==> src/rtl/uart_rx_cfg.sv <==
// Parametrised UART receiver: 3-sample majority vote, parity/framing/overrun flags, DV/ack handshake.
// Optional break detection is compiled in with `define UART_RX_BREAK_DETECT_EN (adds o_Rx_Break).
module uart_rx_cfg #(
  parameter int CLKS_PER_BIT = 16,
  parameter int DATA_BITS    = 8,
  parameter int PARITY_MODE  = 2,
  parameter int STOP_BITS    = 1
) (
  input  logic                 i_Clock,
  input  logic                 i_Reset,
  input  logic                 i_Rx_Serial,
  input  logic                 i_Rx_Ack,
  output logic                 o_Rx_Active,
  output logic                 o_Rx_DV,
  output logic [DATA_BITS-1:0] o_Rx_Byte,
  output logic                 o_Rx_Parity_Err,
  output logic                 o_Rx_Frame_Err,
  output logic                 o_Rx_Overrun
`ifdef UART_RX_BREAK_DETECT_EN
  ,
  output logic                 o_Rx_Break
`endif
);

  localparam int CW  = (CLKS_PER_BIT > 1) ? $clog2(CLKS_PER_BIT) : 1;
  localparam int MID = CLKS_PER_BIT / 2;
  localparam logic [CW-1:0] CNT_MID_M1 = CW'(MID - 1);
  localparam logic [CW-1:0] CNT_MID    = CW'(MID);
  localparam logic [CW-1:0] CNT_MID_P1 = CW'(MID + 1);
  localparam logic [CW-1:0] CNT_LAST   = CW'(CLKS_PER_BIT - 1);
  localparam logic [3:0]    LAST_BIT   = 4'(DATA_BITS - 1);
  localparam logic          LAST_STOP  = (STOP_BITS == 2);

  typedef enum logic [2:0] {
    S_IDLE,
    S_START,
    S_DATA,
    S_PARITY,
    S_STOP,
    S_DONE
  } state_t;

  state_t               state_reg, state_next;
  logic [1:0]           sync_reg;
  logic [CW-1:0]        cnt_reg, cnt_next;
  logic [3:0]           bit_idx_reg, bit_idx_next;
  logic                 stop_idx_reg, stop_idx_next;
  logic [1:0]           samp_reg, samp_next;
  logic [DATA_BITS-1:0] shift_reg, shift_next;
  logic                 par_acc_reg, par_acc_next;
  logic                 par_pend_reg, par_pend_next;
  logic                 frm_pend_reg, frm_pend_next;
  logic                 active_reg, active_next;
  logic                 dv_reg, dv_next;
  logic [DATA_BITS-1:0] byte_reg, byte_next;
  logic                 perr_reg, perr_next;
  logic                 ferr_reg, ferr_next;
  logic                 ovr_reg, ovr_next;
`ifdef UART_RX_BREAK_DETECT_EN
  logic                 stop_zero_reg, stop_zero_next;
  logic                 break_reg, break_next;
  logic                 brk_wait_reg, brk_wait_next;
`endif

  logic          rx_s;
  logic          vote;
  logic          exp_par;
  logic          at_mid_m1, at_mid, at_mid_p1, at_end;
  logic [CW-1:0] cnt_tick;

  assign rx_s      = sync_reg[1];
  assign at_mid_m1 = (cnt_reg == CNT_MID_M1);
  assign at_mid    = (cnt_reg == CNT_MID);
  assign at_mid_p1 = (cnt_reg == CNT_MID_P1);
  assign at_end    = (cnt_reg == CNT_LAST);
  assign cnt_tick  = at_end ? '0 : cnt_reg + CW'(1);
  // The third sample is the live rx_s at MID+1, so the vote is ready in that same cycle.
  assign vote      = (samp_reg[0] & samp_reg[1]) | (samp_reg[0] & rx_s) | (samp_reg[1] & rx_s);
  assign exp_par   = (PARITY_MODE == 1) ? ~par_acc_reg : par_acc_reg;

  always_ff @(posedge i_Clock or posedge i_Reset) begin
    if (i_Reset) begin
      sync_reg <= 2'b11;
    end else begin
      sync_reg <= {sync_reg[0], i_Rx_Serial};
    end
  end

  always_ff @(posedge i_Clock or posedge i_Reset) begin
    if (i_Reset) begin
      state_reg     <= S_IDLE;
      cnt_reg       <= '0;
      bit_idx_reg   <= '0;
      stop_idx_reg  <= 1'b0;
      samp_reg      <= '0;
      shift_reg     <= '0;
      par_acc_reg   <= 1'b0;
      par_pend_reg  <= 1'b0;
      frm_pend_reg  <= 1'b0;
      active_reg    <= 1'b0;
      dv_reg        <= 1'b0;
      byte_reg      <= '0;
      perr_reg      <= 1'b0;
      ferr_reg      <= 1'b0;
      ovr_reg       <= 1'b0;
`ifdef UART_RX_BREAK_DETECT_EN
      stop_zero_reg <= 1'b0;
      break_reg     <= 1'b0;
      brk_wait_reg  <= 1'b0;
`endif
    end else begin
      state_reg     <= state_next;
      cnt_reg       <= cnt_next;
      bit_idx_reg   <= bit_idx_next;
      stop_idx_reg  <= stop_idx_next;
      samp_reg      <= samp_next;
      shift_reg     <= shift_next;
      par_acc_reg   <= par_acc_next;
      par_pend_reg  <= par_pend_next;
      frm_pend_reg  <= frm_pend_next;
      active_reg    <= active_next;
      dv_reg        <= dv_next;
      byte_reg      <= byte_next;
      perr_reg      <= perr_next;
      ferr_reg      <= ferr_next;
      ovr_reg       <= ovr_next;
`ifdef UART_RX_BREAK_DETECT_EN
      stop_zero_reg <= stop_zero_next;
      break_reg     <= break_next;
      brk_wait_reg  <= brk_wait_next;
`endif
    end
  end

  always_comb begin
    state_next     = state_reg;
    cnt_next       = cnt_reg;
    bit_idx_next   = bit_idx_reg;
    stop_idx_next  = stop_idx_reg;
    samp_next      = samp_reg;
    shift_next     = shift_reg;
    par_acc_next   = par_acc_reg;
    par_pend_next  = par_pend_reg;
    frm_pend_next  = frm_pend_reg;
    active_next    = active_reg;
    dv_next        = dv_reg;
    byte_next      = byte_reg;
    perr_next      = perr_reg;
    ferr_next      = ferr_reg;
    ovr_next       = ovr_reg;
`ifdef UART_RX_BREAK_DETECT_EN
    stop_zero_next = stop_zero_reg;
    break_next     = break_reg;
    brk_wait_next  = brk_wait_reg;
`endif

    if (at_mid_m1) samp_next[0] = rx_s;
    if (at_mid)    samp_next[1] = rx_s;

    if (i_Rx_Ack && dv_reg) begin
      dv_next    = 1'b0;
      ovr_next   = 1'b0;
`ifdef UART_RX_BREAK_DETECT_EN
      break_next = 1'b0;
`endif
    end

    case (state_reg)
      S_IDLE: begin
        cnt_next = '0;
`ifdef UART_RX_BREAK_DETECT_EN
        // After a break the line must show a full bit time of idle before a new start counts.
        if (brk_wait_reg) begin
          if (rx_s) begin
            if (at_end) brk_wait_next = 1'b0;
            else        cnt_next = cnt_reg + CW'(1);
          end
        end else
`endif
        if (!rx_s) begin
          state_next     = S_START;
          shift_next     = '0;
          par_acc_next   = 1'b0;
          par_pend_next  = 1'b0;
          frm_pend_next  = 1'b0;
`ifdef UART_RX_BREAK_DETECT_EN
          stop_zero_next = 1'b1;
`endif
        end
      end

      S_START: begin
        cnt_next = cnt_tick;
        if (at_mid_p1 && vote) begin
          state_next = S_IDLE;
          cnt_next   = '0;
        end else begin
          if (at_mid_p1) active_next = 1'b1;
          if (at_end) begin
            state_next   = S_DATA;
            bit_idx_next = '0;
          end
        end
      end

      S_DATA: begin
        cnt_next = cnt_tick;
        if (at_mid_p1) begin
          shift_next   = {vote, shift_reg[DATA_BITS-1:1]};
          par_acc_next = par_acc_reg ^ vote;
        end
        if (at_end) begin
          if (bit_idx_reg == LAST_BIT) begin
            bit_idx_next  = '0;
            stop_idx_next = 1'b0;
            state_next    = (PARITY_MODE != 0) ? S_PARITY : S_STOP;
          end else begin
            bit_idx_next = bit_idx_reg + 4'd1;
          end
        end
      end

      S_PARITY: begin
        cnt_next = cnt_tick;
        if (at_mid_p1 && (vote != exp_par)) par_pend_next = 1'b1;
        if (at_end) begin
          state_next    = S_STOP;
          stop_idx_next = 1'b0;
        end
      end

      S_STOP: begin
        cnt_next = cnt_tick;
        if (at_mid_p1) begin
          if (!vote) frm_pend_next = 1'b1;
`ifdef UART_RX_BREAK_DETECT_EN
          if (vote)  stop_zero_next = 1'b0;
`endif
        end
        // Leaving mid-way through the last stop bit lets the next start edge resynchronise us.
        if (at_mid_p1 && (stop_idx_reg == LAST_STOP)) begin
          state_next = S_DONE;
          cnt_next   = '0;
        end else if (at_end) begin
          stop_idx_next = stop_idx_reg + 1'b1;
        end
      end

      S_DONE: begin
        byte_next   = shift_reg;
        perr_next   = (PARITY_MODE != 0) ? par_pend_reg : 1'b0;
        ferr_next   = frm_pend_reg;
        dv_next     = 1'b1;
        active_next = 1'b0;
        ovr_next    = dv_reg & ~i_Rx_Ack;
`ifdef UART_RX_BREAK_DETECT_EN
        break_next    = (shift_reg == '0) && stop_zero_reg;
        brk_wait_next = (shift_reg == '0) && stop_zero_reg;
`endif
        state_next  = S_IDLE;
        cnt_next    = '0;
      end

      default: begin
        state_next = S_IDLE;
        cnt_next   = '0;
      end
    endcase
  end

  assign o_Rx_Active     = active_reg;
  assign o_Rx_DV         = dv_reg;
  assign o_Rx_Byte       = byte_reg;
  assign o_Rx_Parity_Err = perr_reg;
  assign o_Rx_Frame_Err  = ferr_reg;
  assign o_Rx_Overrun    = ovr_reg;
`ifdef UART_RX_BREAK_DETECT_EN
  assign o_Rx_Break      = break_reg;
`endif

endmodule

==> config.mk <==
export PLATFORM = sky130hd
export DESIGN_NAME = uart_rx_cfg
export DESIGN_NICKNAME = d
export VERILOG_FILES = /design/src/rtl/uart_rx_cfg.sv
export SDC_FILE = /design/constraint.sdc
export NUM_CORES = 1
export LEC_CHECK = 0
export CAP_MARGIN = 5
export CORE_ASPECT_RATIO = 1.2
export CORE_MARGIN = 1.5
export CORE_UTILIZATION = 62
export CTS_BUF_LIST = sky130_fd_sc_hd__clkbuf_16
export DETAILED_ROUTE_END_ITERATION = 12
export DONT_BUFFER_PORTS = 1
export GPL_TIMING_DRIVEN = 0
export PLACE_DENSITY = 0.78
export SYNTH_ARGS = -nofsm -noshare
export SYNTH_HDL_FRONTEND = slang
export SYNTH_SLANG_ARGS = --single-unit
==> constraint.sdc <==
create_clock -name i_Clock -period 1.85 [get_ports i_Clock]
set_input_delay 0.4625 -clock i_Clock [delete_from_list [all_inputs] [get_ports i_Clock]]
set_output_delay 0.4625 -clock i_Clock [all_outputs]
set_load 0.02 [all_outputs]
-- After elaboration in Yosys (flattened, before gate mapping)
Cells that the tools add are included.
- bits in registers: 40
- logic and storage cells: 115
- add/sub/neg operators: 3
- eq/ne operators: 26
- mux-type cells: 40
- bitwise gates (word level): 9
- reduce and logical (&&, ||, !) cells: 20
- operators with widths (cell ; number):
    $mux W4 ; 7
    $ne A2 B2 Y1 const B ; 14
    $mux W3 ; 7
    $mux W8 ; 2
    $pmux W8 S2 ; 1
    $mux W1 ; 15
    $pmux W3 S5 ; 1
    $eq A4 B4 Y1 const B ; 3
    $pmux W4 S3 ; 1
    $reduce_and A6 Y1 ; 2
    $reduce_bool A2 Y1 ; 6
    $reduce_and A3 Y1 ; 3
    $add A4 B1 Y4 const B ; 2
    $eq A4 B3 Y1 const B ; 2
    $pmux W1 S2 ; 4
    $pmux W4 S2 ; 1
    $reduce_and A4 Y1 ; 2
    $eq A3 B2 Y1 const B ; 2
    $eq A3 B3 Y1 const B ; 2
    $and A1 B1 Y1 ; 4
    $logic_and A1 B1 Y1 ; 4
    $eq A3 B1 Y1 const B ; 1
    $logic_not A3 Y1 ; 1
    $ne A3 B3 Y1 const B ; 1
    8 further kinds ; 10

-- Depth between registers and ports, before layout
Gate-level depths: netlist of run 1.
- word-level depth: 7
- gate-level depth with buffers: 6
- depth with buffers taken out: 6

-- Least setup slack after synthesis of run 1
Ideal clock, no wire load.
- path type: reg2reg
- start point: register cnt_reg[0]
- end point: register state_reg[0]
- library setup time: 138 ps
- data arrival time: 1453 ps
- required time: 1712 ps
- setup slack: 259 ps
- stages on the path, launching flop included: 6
- path buffers: 0
- clock period less this slack: 1591 ps
- path through: dfrtp_1 -> ha_1 -> and4bb_2 -> a2111oi_2 -> a2111o_1 -> o21ai_0
- cells in the longest elaborated chain, start to end: 4
- elaborated cells on any way between the ends: 11
- those cells by class: 6 x eq/ne; 2 x mux; 3 x reduce/logical
- ends and longest elaborated chain (item ; line ; source):
    from (decl) ; 45 ; logic [CW-1:0] cnt_reg, cnt_next;
    from (signal assigned) ; 113 ; cnt_reg <= cnt_next;
    $eq A4 B4 Y1 ; 74 ; assign at_mid_p1 = (cnt_reg == CNT_MID_P1);
    $logic_and A1 B1 Y1, on equally long branches ; 194, 241 ;
    $ne A3 B3 Y1 (no source line), or another cell as far along ; -- ;
    $reduce_and A6 Y1 (no source line) / $pmux W3 S5 (equally long branches) ; -- ;
    to (signal assigned) ; 112 ; state_reg <= state_next;
    to (decl) ; 43 ; state_t state_reg, state_next;
Several ways; a longest one is shown, not always the timed one.
A chain may end at the register's enable or synchronous reset.

-- Final worst setup path of run 1
- start point: register state_reg[2]
- end point: register cnt_reg[3]
- cells in the longest elaborated chain, start to end: 3
- elaborated cells on any way between the ends: 6
- those cells by class: 4 x eq/ne; 1 x mux; 1 x reduce/logical
- ends and longest elaborated chain (item ; line ; source):
    $eq A3 B2 Y1 ; 168 ; case (state_reg)
    $reduce_or A2 Y1 (no source line) ; -- ;
    $pmux W4 S3 (*) ; 168 ;
    named net cnt_next[3] ; 45 ;
Mark *: on every way through the listed nets, which the timed path passes. The rest lies on a longest branch.

==> results of run 1 <==
-- cell usage after synthesis (2+ instances only) --
| master | instances |
|---|---|
| nor3_1 | 3 |
| ha_1 | 4 |
| a22o_1 | 7 |
| inv_1 | 8 |
| buf_2 | 4 |
| dfstp_2 | 2 |
| a21oi_1 | 5 |
| dfrtp_1 | 38 |
| nand3b_1 | 2 |
| nand2b_1 | 2 |
| mux2_2 | 12 |
| o31ai_1 | 2 |
| nor4_1 | 2 |
| o41ai_1 | 4 |
| nand3_1 | 6 |
| nor2_1 | 8 |
| o21ai_0 | 8 |
| nand2_1 | 8 |
| xnor2_1 | 4 |
| clkbuf_1 | 3 |
-- metrics by stage --
| step | hold WS [ns] | area, µm² | worst slack [ns] | total power [µW] | util (%) |
|---|---|---|---|---|---|
| after CTS | 0.1761 | 2111 | 0.01801 | 2740 | 74.38 |
| after detailed placement | 0.3487 | 1947 | 0.07690 | 1785 | 68.61 |
| after global placement | 0.3474 | 1919 | 0.1008 | 1748 | 67.64 |
| final | 0.1673 | 2140 | 0.06803 | 2791 | 75.40 |
| after floorplan | 0.3452 | 1877 | 0.2592 | 1636 | - |
| after global routing | 0.1693 | 2140 | 0.03440 | 2911 | 75.40 |
-- worst max-delay path: stages (launching register included) --
cell and delay, ns:
dfrtp_1 0.50, clkbuf_1 0.43, nand3_1 0.25, o211a_1 0.33, nor3_1 0.18
-- metal layers --
| layer | vias up | GRT usage, % | wire [µm] |
|---|---|---|---|
| li1 | 604 | - | - |
| met1 | 666 | 29.90 | 1556 |
| met2 | 42 | 39.66 | 1929 |
| met3 | 9 | 6.398 | 135 |
| met4 | 0 | 12.18 | 95 |
| met5 | - | 0 | 0 |
-- power breakdown --
| group | switching [µW] | leakage (µW) | total [µW] | internal (µW) |
|---|---|---|---|---|
| Combinational | 438 | 0.000374 | 743 | 305 |
| Clock | 312 | 0.0000850 | 940 | 628 |
| Sequential | 121 | 0.000537 | 1110 | 987 |
| Total | 871 | 0.000996 | 2790 | 1920 |
-- final cells by class --
| type | instances | share of cell area [%] |
|---|---|---|
| Buffer | 9 | 2.339 |
| Clock buffer | 5 | 5.848 |
| Inverter | 8 | 1.404 |
| Timing Repair Buffer | 2 | 1.637 |
| Multi-Input combinational cell | 103 | 38.07 |
| Tap cell | 34 | 1.988 |
| Clock inverter | 3 | 1.813 |
| Sequential cell | 40 | 46.90 |
-- cells in the final DEF (no fill, tap or decap), types with 2 or more instances in the layout --
master and n:
dfrtp_1 38, mux2_2 12, inv_1 9, nor2_1 8, o21ai_0 8, nand2_1 8, a22o_1 7, nand3_1 6
a21oi_1 5, clkbuf_16 5, buf_2 4, o41ai_1 4, xnor2_1 4, clkbuf_1 3, nor3_1 3, ha_1 3
buf_4 2, nand2b_1 2, nand3b_1 2, nor4_1 2, o31ai_1 2, dfstp_2 2
-- final timing paths --
| kind | to | slack, ns |
|---|---|---|
| min in group i_Clock | sync_reg[0] | 0.18 |
| max in group asynchronous | shift_reg[7] | 1.13 |
| hold reg to reg | sync_reg[1] | 0.36 |
| setup reg to reg | cnt_reg[3] | 0.07 |
| setup / recovery | cnt_reg[3] | 0.07 |
| hold / removal | o_Rx_Parity_Err | 0.17 |
-- timing repair --
action	4_1_cts	5_1_grt
setup buffers	0	1
setup endpoints to repair	0	10
gates resized for setup	0	4
-- logic make-up after synthesis --
logic type	count (synthesis)	share of synthesized area [%]
compound gates	40	17.00
xor+xnor	5	2.333
fa+ha+maj	5	3.267
buf+inv	17	4.267
flops	40	53.47
mux	13	7.733
simple gates	40	11.93
==> impl_metrics.yaml, run 1 <==
layout:
  drive_above_1_share_pct: 23.53
  layout-area-overhead-vs-synth_pct: 14.00
  multiInputGateArea_um2: 814.5
  nets: 177
  antenna_cells: 0
  finalNonFillerCells: 204
  nFillCells: 182
  regArea_um2: 1003
sta:
  slew-limit-headroom_pct: 55.49
  rsz0062_at_grt: "no"
  setup-violations-final: 0
  hold_viol_final: 0
  setup_tns_ns: 0
  min_period_over_period_pct: 96.32
  min_period_ns: 1.782
  finClkSkew_ns: 0.003353
  drv_slew: 0
  worst_pin_slew_ns: 0.6668
  clock.fmax_ghz: 0.5612
routing:
  firstDrtPassIters: 4
  drt-vias-per-instance: 6.475
  ant_nets: 0
  routed_wl_um: 3717
  dr.first_iter.drc_count: 76
  wl_per_cell_um: 18.22
  vias: 1321
  drc_errors: 0
clock_tree:
  cts_buffer_depth: 2
  clkSinkCount: 40
  clk_latency_ns: 0.28
  cts_tree: "built"
  clk_pin_slew_ns: 0.05
  cts_max_level: 2
  clock-root-buffer: "clkbuf_16"
  cts_buffers: 5
  hold_buffers: 0
die:
  start_util_pct: 66.14
  chipWidth_um: 53.23
  placementRows: 21
  die_height_um: 63.27
  core-area_um2: 2838
  dieArea_um2: 3368
  io_pins: 17
yosys:
  synth_top_area_cell: "dfrtp_1"
  async_reset_ff_share_pct: 100.0
  synthFlopType: "dfrtp_1"
  ys_warn_count: 0
  yosysTopAreaCellShare_pct: 50.67
  synth-edff-count: 0
  avgSynthCellArea_um2: 11.73
  ys_seq_elements: 40
  synthCells: 160
  yosys-top-cells-area: "dfrtp_1 (51%), mux2_2 (7.2%), a22o_1 (3.3%)"
  synthDistinctLibCells: 48
  yosysSeqAreaShare_pct: 53.47
  synth_fp_nets: 168
  synth_area_um2: 1877
global_route:
  grt_pass1_wl_um: 5927
  grt_usage_pct: 24.68
  grt_max_degree: 27
  grt_pass1_vias: 1279
  grt-ovfl-total: 0
  antenna_found_initial: 0
setup_path:
  r2r-start: "state_reg[2]"
  worstSetupEndpointType: "flip-flop"
  crit_required_ns: 2.05
  crit_fanout: 10
  critPathKind: "reg -> reg"
  ff2ff_path_depth: 4
  worstPathArrival_ns: 1.98
  start_kind: "flip-flop"
  startpoint: "state_reg[2]"
job:
  maxCapViolCount: 0
min_path:
  hold_class: "in -> async"
power_and_ir_drop:
  irDropWorstVdd_uv: 1114
  leakagePower_uw: 0.0009958
  p_per_area_nw_per_um2: 1305
place:
  portBuffers: 0
  hpwl_um: 2460
  dp_cells: 195
  place_congestion: 0.8468
outcome:
  status: "complete, no violations"
Power figures use the tool's default switching activity.
==> run 2: changes to the inputs <==
==> constraint.sdc (replaced) <==
create_clock -name i_Clock -period 1.85 [get_ports i_Clock]
set_input_delay 0.4625 -clock i_Clock [delete_from_list [all_inputs] [get_ports i_Clock]]
set_output_delay 0.4625 -clock i_Clock [all_outputs]
set_load 0.01 [all_outputs]
==> results of run 2 <==
Same layout as run 1 (identical final DEF). Status: complete, no violations.
Main changes from that run: total power 2791 µW -> 2773 µW; worst IR drop on VDD 1114 µV -> 1111 µV
